===== config.mk =====
export PLATFORM = sky130hd
export DESIGN_NAME = bram_readback_scan
export DESIGN_NICKNAME = d
export VERILOG_FILES = /design/src/rtl/bram_scan_pkg.sv /design/src/rtl/bram_scan_fifo.sv /design/src/rtl/bram_readback_scan.sv
export SDC_FILE = /design/constraint.sdc
export NUM_CORES = 1
export LEC_CHECK = 0
export BUFFER_PORTS_ARGS = -buffer_cell sky130_fd_sc_hd__buf_4
export CAP_MARGIN = 20
export CORE_ASPECT_RATIO = 1.4
export CORE_MARGIN = 10
export CORE_UTILIZATION = 46
export DETAILED_ROUTE_END_ITERATION = 12
export PLACE_DENSITY_LB_ADDON = 0.08
export SLEW_MARGIN = 20
export SYNTH_ARGS = -nofsm -noshare
export SYNTH_HDL_FRONTEND = slang
export SYNTH_SLANG_ARGS = --single-unit

===== constraint.sdc =====
create_clock -name clk -period 2.4 [get_ports clk]
set_clock_uncertainty 0.15 [all_clocks]
set_input_delay 0.24 -clock clk [delete_from_list [all_inputs] [get_ports clk]]
set_output_delay 0.24 -clock clk [all_outputs]
set_load 0.01 [all_outputs]

===== src/rtl/bram_scan_pkg.sv =====
// Shared types and MISR helper for the BRAM read-back scanner.
package bram_scan_pkg;

  typedef enum logic [1:0] {ST_IDLE, ST_ISSUE, ST_DRAIN, ST_DONE} scan_state_e;

  localparam logic [63:0] MISR_SEED = 64'hFFFF_FFFF_FFFF_FFFF;
  localparam int MISR_TAP_A = 63;
  localparam int MISR_TAP_B = 62;
  localparam int MISR_TAP_C = 60;
  localparam int MISR_TAP_D = 59;

  function automatic logic [63:0] misr_step(input logic [63:0] s, input logic [63:0] d);
    logic fb;
    fb = s[MISR_TAP_A] ^ s[MISR_TAP_B] ^ s[MISR_TAP_C] ^ s[MISR_TAP_D];
    return {s[62:0], fb} ^ d;
  endfunction

endpackage


===== src/rtl/bram_scan_fifo.sv =====
// Small synchronous FIFO; push is accepted when full only if a pop happens in the same cycle.
module bram_scan_fifo #(
  parameter int WIDTH = 8,
  parameter int DEPTH = 2
) (
  input  logic                           clk,
  input  logic                           reset,
  input  logic                           push,
  input  logic [WIDTH-1:0]               wdata,
  input  logic                           pop,
  output logic [WIDTH-1:0]               rdata,
  output logic                           empty,
  output logic [$clog2(DEPTH+1)-1:0]     count
);
  localparam int PW = (DEPTH > 1) ? $clog2(DEPTH) : 1;
  localparam int CW = $clog2(DEPTH+1);

  logic [WIDTH-1:0] mem_q [DEPTH];
  logic [PW-1:0]    rd_ptr_q, rd_ptr_d, wr_ptr_q, wr_ptr_d;
  logic [CW-1:0]    cnt_q, cnt_d;
  logic             do_push, do_pop;

  always_comb begin
    do_pop   = pop && (cnt_q != '0);
    do_push  = push && ((cnt_q != CW'(DEPTH)) || do_pop);
    rd_ptr_d = rd_ptr_q;
    wr_ptr_d = wr_ptr_q;
    cnt_d    = cnt_q;
    if (do_pop)  rd_ptr_d = (rd_ptr_q == PW'(DEPTH-1)) ? '0 : rd_ptr_q + PW'(1);
    if (do_push) wr_ptr_d = (wr_ptr_q == PW'(DEPTH-1)) ? '0 : wr_ptr_q + PW'(1);
    case ({do_push, do_pop})
      2'b10:   cnt_d = cnt_q + CW'(1);
      2'b01:   cnt_d = cnt_q - CW'(1);
      default: cnt_d = cnt_q;
    endcase
  end

  always_ff @(posedge clk) begin
    if (reset) begin
      rd_ptr_q <= '0;
      wr_ptr_q <= '0;
      cnt_q    <= '0;
    end else begin
      rd_ptr_q <= rd_ptr_d;
      wr_ptr_q <= wr_ptr_d;
      cnt_q    <= cnt_d;
    end
  end

  always_ff @(posedge clk) begin
    if (do_push) mem_q[wr_ptr_q] <= wdata;
  end

  assign rdata = mem_q[rd_ptr_q];
  assign empty = (cnt_q == '0);
  assign count = cnt_q;

endmodule


===== src/rtl/bram_readback_scan.sv =====
// Sweeps an address window over a bank range and folds read data into a 64-bit MISR.
// Optional READBACK_STREAM_EN adds a credit-gated output stream; folding then happens on pop.
module bram_readback_scan
  import bram_scan_pkg::*;
#(
  parameter int DWIDTH       = 16,
  parameter int MAT_MUL_SIZE = 4,
  parameter int AWIDTH       = 10,
  parameter int READ_LATENCY = 1
) (
  input  logic                             clk,
  input  logic                             reset,
  input  logic                             start,
  input  logic [7:0]                       first_bank,
  input  logic [7:0]                       last_bank,
  input  logic [AWIDTH-1:0]                addr_start,
  input  logic [AWIDTH:0]                  addr_count,
  output logic                             busy,
  output logic                             done,
  output logic [63:0]                      signature,
  output logic [18:0]                      words_read,
  output logic [7:0]                       bram_select,
  output logic [AWIDTH-1:0]                bram_addr_ext,
  output logic [MAT_MUL_SIZE*DWIDTH-1:0]   bram_wdata_ext,
  output logic [MAT_MUL_SIZE-1:0]          bram_we_ext,
`ifdef READBACK_STREAM_EN
  output logic                             rd_valid,
  input  logic                             rd_ready,
  output logic [MAT_MUL_SIZE*DWIDTH-1:0]   rd_data,
  output logic [7:0]                       rd_bank,
  output logic [AWIDTH-1:0]                rd_addr,
`endif
  input  logic [MAT_MUL_SIZE*DWIDTH-1:0]   bram_rdata_ext
);
  localparam int WW = MAT_MUL_SIZE*DWIDTH;
  localparam int RL = READ_LATENCY;

  scan_state_e       state_q, state_d;
  logic [7:0]        bank_q, bank_d, last_q, last_d;
  logic [AWIDTH-1:0] addr_q, addr_d, astart_q, astart_d;
  logic [AWIDTH:0]   rem_q, rem_d, count_q, count_d;
  logic [RL-1:0]     vld_pipe_q, vld_pipe_d;
  logic [63:0]       sig_q, sig_d;
  logic [18:0]       words_q, words_d;
  logic              issue, can_issue, pipe_idle, fold_en;
  logic [63:0]       fold_word;

`ifdef READBACK_STREAM_EN
  localparam int FD = RL + 1;
  localparam int FW = WW + 8 + AWIDTH;

  logic [7:0]              bank_pipe_q [RL];
  logic [AWIDTH-1:0]       addr_pipe_q [RL];
  logic [FW-1:0]           fifo_rdata;
  logic                    fifo_empty, fifo_pop;
  logic [$clog2(FD+1)-1:0] fifo_cnt;

  bram_scan_fifo #(.WIDTH(FW), .DEPTH(FD)) u_fifo (
    .clk   (clk),
    .reset (reset),
    .push  (vld_pipe_q[RL-1]),
    .wdata ({bank_pipe_q[RL-1], addr_pipe_q[RL-1], bram_rdata_ext}),
    .pop   (fifo_pop),
    .rdata (fifo_rdata),
    .empty (fifo_empty),
    .count (fifo_cnt)
  );

  assign rd_valid  = !fifo_empty;
  assign fifo_pop  = rd_valid && rd_ready;
  assign rd_data   = fifo_rdata[WW-1:0];
  assign rd_addr   = fifo_rdata[WW +: AWIDTH];
  assign rd_bank   = fifo_rdata[FW-1 -: 8];
  assign fold_en   = fifo_pop;
  assign fold_word = 64'(rd_data);
  // Every in-flight read already owns a FIFO slot, so the FIFO can never overflow.
  assign can_issue = (FD - int'(fifo_cnt)) > $countones(vld_pipe_q);
  assign pipe_idle = (vld_pipe_q == '0) && fifo_empty;

  always_ff @(posedge clk) begin
    bank_pipe_q[0] <= bank_q;
    addr_pipe_q[0] <= addr_q;
    for (int i = 1; i < RL; i++) begin
      bank_pipe_q[i] <= bank_pipe_q[i-1];
      addr_pipe_q[i] <= addr_pipe_q[i-1];
    end
  end
`else
  assign fold_en   = vld_pipe_q[RL-1];
  assign fold_word = 64'(bram_rdata_ext);
  assign can_issue = 1'b1;
  assign pipe_idle = (vld_pipe_q == '0);
`endif

  always_comb begin
    state_d  = state_q;
    bank_d   = bank_q;
    last_d   = last_q;
    addr_d   = addr_q;
    astart_d = astart_q;
    rem_d    = rem_q;
    count_d  = count_q;
    sig_d    = sig_q;
    words_d  = words_q;
    issue    = 1'b0;
    if (fold_en) begin
      sig_d   = misr_step(sig_q, fold_word);
      words_d = words_q + 19'd1;
    end
    case (state_q)
      ST_IDLE, ST_DONE: begin
        if (start) begin
          last_d   = (last_bank < first_bank) ? first_bank : last_bank;
          astart_d = addr_start;
          count_d  = addr_count;
          bank_d   = first_bank;
          addr_d   = addr_start;
          rem_d    = addr_count;
          sig_d    = MISR_SEED;
          words_d  = '0;
          state_d  = (addr_count == '0) ? ST_DONE : ST_ISSUE;
        end
      end
      ST_ISSUE: begin
        if (can_issue) begin
          issue = 1'b1;
          if (rem_q == (AWIDTH+1)'(1)) begin
            if (bank_q == last_q) begin
              state_d = ST_DRAIN;
            end else begin
              bank_d = bank_q + 8'd1;
              addr_d = astart_q;
              rem_d  = count_q;
            end
          end else begin
            addr_d = addr_q + AWIDTH'(1);
            rem_d  = rem_q - (AWIDTH+1)'(1);
          end
        end
      end
      ST_DRAIN: if (pipe_idle) state_d = ST_DONE;
      default:  state_d = ST_IDLE;
    endcase
    vld_pipe_d    = vld_pipe_q << 1;
    vld_pipe_d[0] = issue;
  end

  always_ff @(posedge clk) begin
    if (reset) begin
      state_q    <= ST_IDLE;
      bank_q     <= '0;
      last_q     <= '0;
      addr_q     <= '0;
      astart_q   <= '0;
      rem_q      <= '0;
      count_q    <= '0;
      vld_pipe_q <= '0;
      sig_q      <= '0;
      words_q    <= '0;
    end else begin
      state_q    <= state_d;
      bank_q     <= bank_d;
      last_q     <= last_d;
      addr_q     <= addr_d;
      astart_q   <= astart_d;
      rem_q      <= rem_d;
      count_q    <= count_d;
      vld_pipe_q <= vld_pipe_d;
      sig_q      <= sig_d;
      words_q    <= words_d;
    end
  end

  assign busy           = (state_q == ST_ISSUE) || (state_q == ST_DRAIN);
  assign done           = (state_q == ST_DONE);
  assign signature      = sig_q;
  assign words_read     = words_q;
  assign bram_select    = bank_q;
  assign bram_addr_ext  = addr_q;
  assign bram_wdata_ext = '0;
  assign bram_we_ext    = '0;

endmodule

* Word-level counts from Yosys, hierarchy flattened
Index checks and enable logic that the tools add are counted.
** Storage, ports and cells
- Flip-flop bits (word level) :: 144
- Word-level logic and storage cells :: 65
** Cells by class
- Add/subtract/negate cells :: 4
- $lt $le $gt $ge :: 1
- Eq/ne operators :: 11
- Muxes and demuxes :: 26
- Bitwise operators :: 4
- Reduce and logical (&&, ||, !) cells :: 9
** Operators with widths (number)
- $mux 64 :: 3
- $xor 64x64->64 :: 1
- $mux 19 :: 3
- $mux 11 :: 3
- $mux 8 :: 4
- $mux 10 :: 3
- $pmux 11 s2 :: 1
- $pmux 10 s2 :: 1
- $add 19x1->19 const B :: 1
- $pmux 8 s2 :: 1
- $eq 11x1->1 const B :: 1
- $logic_not 11->1 :: 1
- $sub 11x1->11 const B :: 1
- $add 10x1->10 const B :: 1
- $mux 2 :: 5
- $ne 2x2->1 const B :: 5
- $add 8x1->8 const B :: 1
- $eq 8x8->1 :: 1
- $lt 8x8->1 :: 1
- $reduce_and 4->1 :: 2
- $pmux 2 s3 :: 1
- $eq 2x2->1 const B :: 2
- $ne 3x3->1 const B :: 1
- $reduce_and 3->1 :: 1
- 8 further kinds :: 10

* Logic depth before layout (Yosys ltp)
- Depth after elaboration :: 7
- Mapped depth :: 10
- Depth with buffers taken out :: 7

* Worst setup path after synthesis
No wires, ideal clock.
- Kind :: reg2reg
- Start :: reg rem_q[0]
- End :: reg bank_q[7], in the netlist bram_select[7]
- Library setup time :: 0.132 ns
- Data arrival time :: 2.254 ns
- Required time :: 2.118 ns
- Setup slack :: -0.136 ns
- Stages on the path, launching flop included :: 9
- Buffers on the path :: 2
- Clock period less this slack :: 2.536 ns
- Path through :: dfxtp_1 ha_1 or4b_1 clkbuf_1 or3_4 buf_6 a211o_4 o311ai_2 a21oi_1
** On the way
- Cells in the longest elaborated chain, start to end :: 3
** Ends and longest elaborated chain
- from (decl) :: line bram_readback_scan.sv:41 : logic [AWIDTH:0] rem_q, rem_d, count_q, count_d;
- from (signal assigned) :: line bram_readback_scan.sv:166 : rem_q <= rem_d;
- $eq 11x1->1 :: line bram_readback_scan.sv:127 : if (rem_q == (AWIDTH+1)'(1)) begin
- $ne 2x2->1 (no line)
- $reduce_and 4->1 (no line)
- to (signal assigned) :: line bram_readback_scan.sv:162 : bank_q <= bank_d;
- to (decl) :: line bram_readback_scan.sv:39 : logic [7:0] bank_q, bank_d, last_q, last_d;
Every way passes these cells.
A chain may end at the register's enable or synchronous reset.

* Worst setup path after layout
- Start :: reg rem_q[1]
- End :: reg addr_q[1], in the netlist bram_addr_ext[1]
** On the way
- Cells in the longest elaborated chain, start to end :: 3
- Elaborated cells on any way between the ends :: 5
- Classes of those cells :: 2 x eq/ne; 2 x mux; 1 x reduce/logical
** Ends and longest elaborated chain
- $eq 11x1->1 * :: line bram_readback_scan.sv:127
- $ne 3x3->1 (no line) / $mux 10 (equally long branches)
- $reduce_and 3->1 (no line) / $pmux 10 s2 (equally long branches)
- to (signal assigned) :: line bram_readback_scan.sv:164 : addr_q <= addr_d;
- to (decl) :: line bram_readback_scan.sv:40 : logic [AWIDTH-1:0] addr_q, addr_d, astart_q, astart_d;
Mark *: on every way between the ends. The rest lies on a longest branch, timed or not.

==> flow_summary.ini <==
[status]
status = finished clean

[final_layout]
final_area_mm2 = 0.01024
syn_to_final_growth_pct = 32.68
nFillCells = 1563
multi_input_area_mm2 = 0.004332
layout-drive-gt1-share_pct = 25.04
finalNetCount = 1301
regArea_mm2 = 0.002888
fin_cells = 1397
num_antenna_cells = 0

[hold_path]
min_path_type = in -> reg
whs_path_depth = 3

[routing]
ant_nets = 0
postRouteWirelength_um = 23150
vias = 7206
viasPerCell = 5.158
initialDrtViolationCount = 376
routedWlPerCell_um = 16.57
detail_route.drc_violations = 0
dr.pass1.iters = 5

[global_routing]
grt_max_degree = 133
grt_pass1_vias = 7018
grt.overflow.total = 0
grt_pass1_wl_um = 35850
antenna_found_initial = 0
grt_usage_pct = 19.66

[clock_tree]
htreeDepth = 4
clkTransAtPathRegs_ns = 0.06
cts_root_buf = clkbuf_16
clock-sinks = 144
cts_buffer_depth = 2
cts_made_buffers = 17
cts_tree = done
clk_latency_ns = 0.42

[place]
place_area_mm2 = 0.009325
gp_congestion = 0.8226
place_inst = 1340
dp_slack_ns = -0.01720
portBuffers = 206
dp.final_hpwl_um = 16790

[die]
dieWidth_um = 129.5
die_area_mm2 = 0.02244
num_rows = 56
initial_core_util_pct = 46.50
num_io_pins = 275
die_y_um = 173.3
core_mm2 = 0.01661

[setup_path]
critical_path.max_fanout = 38
worstSetupPathType = reg -> reg
slowest_stage = or4b_4
path_delay_family = simple AND/OR/NAND/NOR gates
cp_cell_sequence = inv_2 > ha_1 > or4b_4 > buf_6 > nor3_4 > a41oi_2 > buf_12 > a31o_2
r2r_cells = 8
critPathBufInv = 3
crit_arrival_ns = 2.51
cp-start-kind = register
end_kind = register
max_stage_delay_ns = 0.48
cp.depth = 8
critPathRequiredTime_ns = 2.56

[yosys]
async_flop_share_pct = 0
yosysWarnings = 0
postSynthAreaPerCell_um2 = 8.035
synth_cell_types = 55
ys.flop_type = dfxtp_1
ys_ff_latch = 144
ys_seq_area_share_pct = 37.34
synthCells = 961
synth_area_mm2 = 0.007721
synth-edff-count = 0

[timing]
hold_viol = 0
layout_min_cycle_time_ns = 2.348
fmaxAchievable_mhz = 425.9
rsz0062_at_grt = yes
period_share_pct = 97.84
maxSlewViolCount = 0
fin_tns_setup_ns = 0
worstMarginPinSlew_ns = 0.6800
setup-violations-final = 0
timing.final.ws_setup_ns = 0.05193
slew_headroom_pct = 54.62

[power]
p_leak_uw = 0.004322
peakVddDrop_mv = 0.7760
total_power_uw = 12520
power.density_mw_per_mm2 = 1222

[job]
cap_viol_max_count = 0
routing by layer:
metal | up-vias | GRT usage [%] | share of wire (%)
met1 | 3347 | 20.84 | 39
li1 | 3613 | - | -
met4 | 0 | 8.553 | 2.9
met3 | 35 | 5.234 | 6.4
met2 | 211 | 35.28 | 52
met5 | - | 0 | 0
cells in the mapped netlist (2+ instances only):
| cell type | count | share of area (%) |
|---|---|---|
| or4_1 | 2 | 0.19 |
| a31oi_1 | 12 | 0.97 |
| buf_6 | 3 | 0.44 |
| ha_1 | 16 | 2.6 |
| o21ai_0 | 99 | 6.4 |
| xor2_1 | 20 | 2.3 |
| inv_1 | 17 | 0.83 |
| mux2i_1 | 15 | 1.9 |
| or3_1 | 3 | 0.24 |
| o31ai_1 | 2 | 0.19 |
| or2_2 | 4 | 0.32 |
| nor4_1 | 13 | 1.1 |
| clkbuf_1 | 49 | 2.4 |
| nand3_1 | 12 | 0.78 |
| nor2_1 | 47 | 2.3 |
| dfxtp_1 | 144 | 37 |
| buf_4 | 68 | 6.6 |
| and2_1 | 2 | 0.16 |
| o21a_1 | 6 | 0.58 |
| o22ai_1 | 5 | 0.41 |
| nor3_1 | 7 | 0.45 |
| a21o_1 | 2 | 0.19 |
| o211ai_1 | 7 | 0.68 |
| nand2b_1 | 3 | 0.24 |
| a21oi_1 | 106 | 6.9 |
| o221ai_1 | 4 | 0.45 |
| buf_1 | 5 | 0.24 |
| nand4_1 | 7 | 0.57 |
| mux2_2 | 3 | 0.44 |
| o311a_1 | 2 | 0.26 |
| o31a_1 | 2 | 0.23 |
| a211oi_1 | 15 | 1.5 |
| nor3b_1 | 2 | 0.19 |
| buf_2 | 4 | 0.26 |
| and3_1 | 5 | 0.41 |
| xnor2_1 | 82 | 9.3 |
| a31o_2 | 2 | 0.23 |
| nand2_1 | 147 | 7.1 |
where the power goes:
part / leakage (uW) / total, uW / internal, uW / switching [uW]
Sequential: 0.00119 / 3940 / 3190 / 753
Combinational: 0.00283 / 5770 / 2660 / 3110
Clock: 0.000303 / 2810 / 1770 / 1040
worst register-to-register path: stages, from the launching register on:
cell and delay [ns]:
dfxtp_2 0.32, inv_2 0.05, ha_1 0.13, or4b_4 0.48, buf_6 0.15, nor3_4 0.28
a41oi_2 0.19, buf_12 0.21, a31o_2 0.27
cell type report:
type / count / share of cell area, %
Clock inverter: 13 / 1.808
Clock buffer: 19 / 4.323
Timing Repair Buffer: 262 / 20.30
Multi-Input combinational cell: 739 / 42.28
Sequential cell: 144 / 28.19
Tap cell: 203 / 2.479
Inverter: 17 / 0.6229
state kept, by name, summed over array words and instances (netlist names):
name / count
astart_q: 10
bram_addr_ext: 10
bram_select: 8
count_q: 11
fold_en: 1
last_q: 8
rem_q: 11
signature: 64
state_q: 2
words_read: 19
final timing paths:
path                       from                to  slack (ns)
hold / removal    first_bank[6]         last_q[6]        0.02
setup reg to reg       rem_q[1]  bram_addr_ext[1]        0.05
setup / recovery       rem_q[1]  bram_addr_ext[1]        0.05
hold reg to reg     astart_q[1]       astart_q[1]        0.31
cells by family (layout without fill, tap and decap cells):
group / after synthesis / after routing / share of synthesized area (%)
other: 1 / 68 / 0.04857
and+or+nand+nor: 262 / 263 / 14.97
DFF: 144 / 144 / 37.34
adders and majority gates: 16 / 16 / 2.593
buffers and inverters: 146 / 311 / 10.76
xor gates and xnor gates: 102 / 102 / 11.57
muxes: 18 / 18 / 2.382
AOI/OAI and AO/OA: 272 / 272 / 20.34
through the flow:
step | hold WS, ns | utilization, %
2_1_floorplan | 0.2260 | -
3_3_place_gp | 0.2902 | 56.16
3_5_place_dp | 0.2951 | 56.16
4_1_cts | 0.01023 | 61.29
5_1_grt | 0.02298 | 61.69
6_report | 0.02146 | 61.69
placed cells by master, fill, tap and decap left out, types with 3 or more instances in the layout:
cell and n:
clkbuf_16 17, buf_4 234, dfxtp_1 142, clkinv_4 3
and3_1 5, o21ai_1 6, or3_1 3, nand3_1 11
buf_12 4, nor2_1 47, xor2_1 20, nand4_1 7
a211oi_1 15, nand2_1 145, o221ai_1 4, a31oi_1 12
ha_1 16, o22ai_1 5, nor3_1 7, bufinv_16 4
dlygate4sd3_1 22, inv_1 16, nand2b_1 3, o21a_1 6
o211ai_1 7, mux2i_1 15, or2_2 4, o21ai_0 93
clkinv_2 3, a21oi_1 104, conb_1 68, nor4_1 13
xnor2_1 82
repair_timing:
action,4_1_cts,5_1_grt
cloned,0,1
gates resized for setup,1,17
hold buffers,22,0
endpoints found under the hold margin,34,0
endpoints found under the setup margin,1,21
pin swaps,0,4
buffers inserted,0,3
No activity file was read; power rests on OpenSTA's default activity.
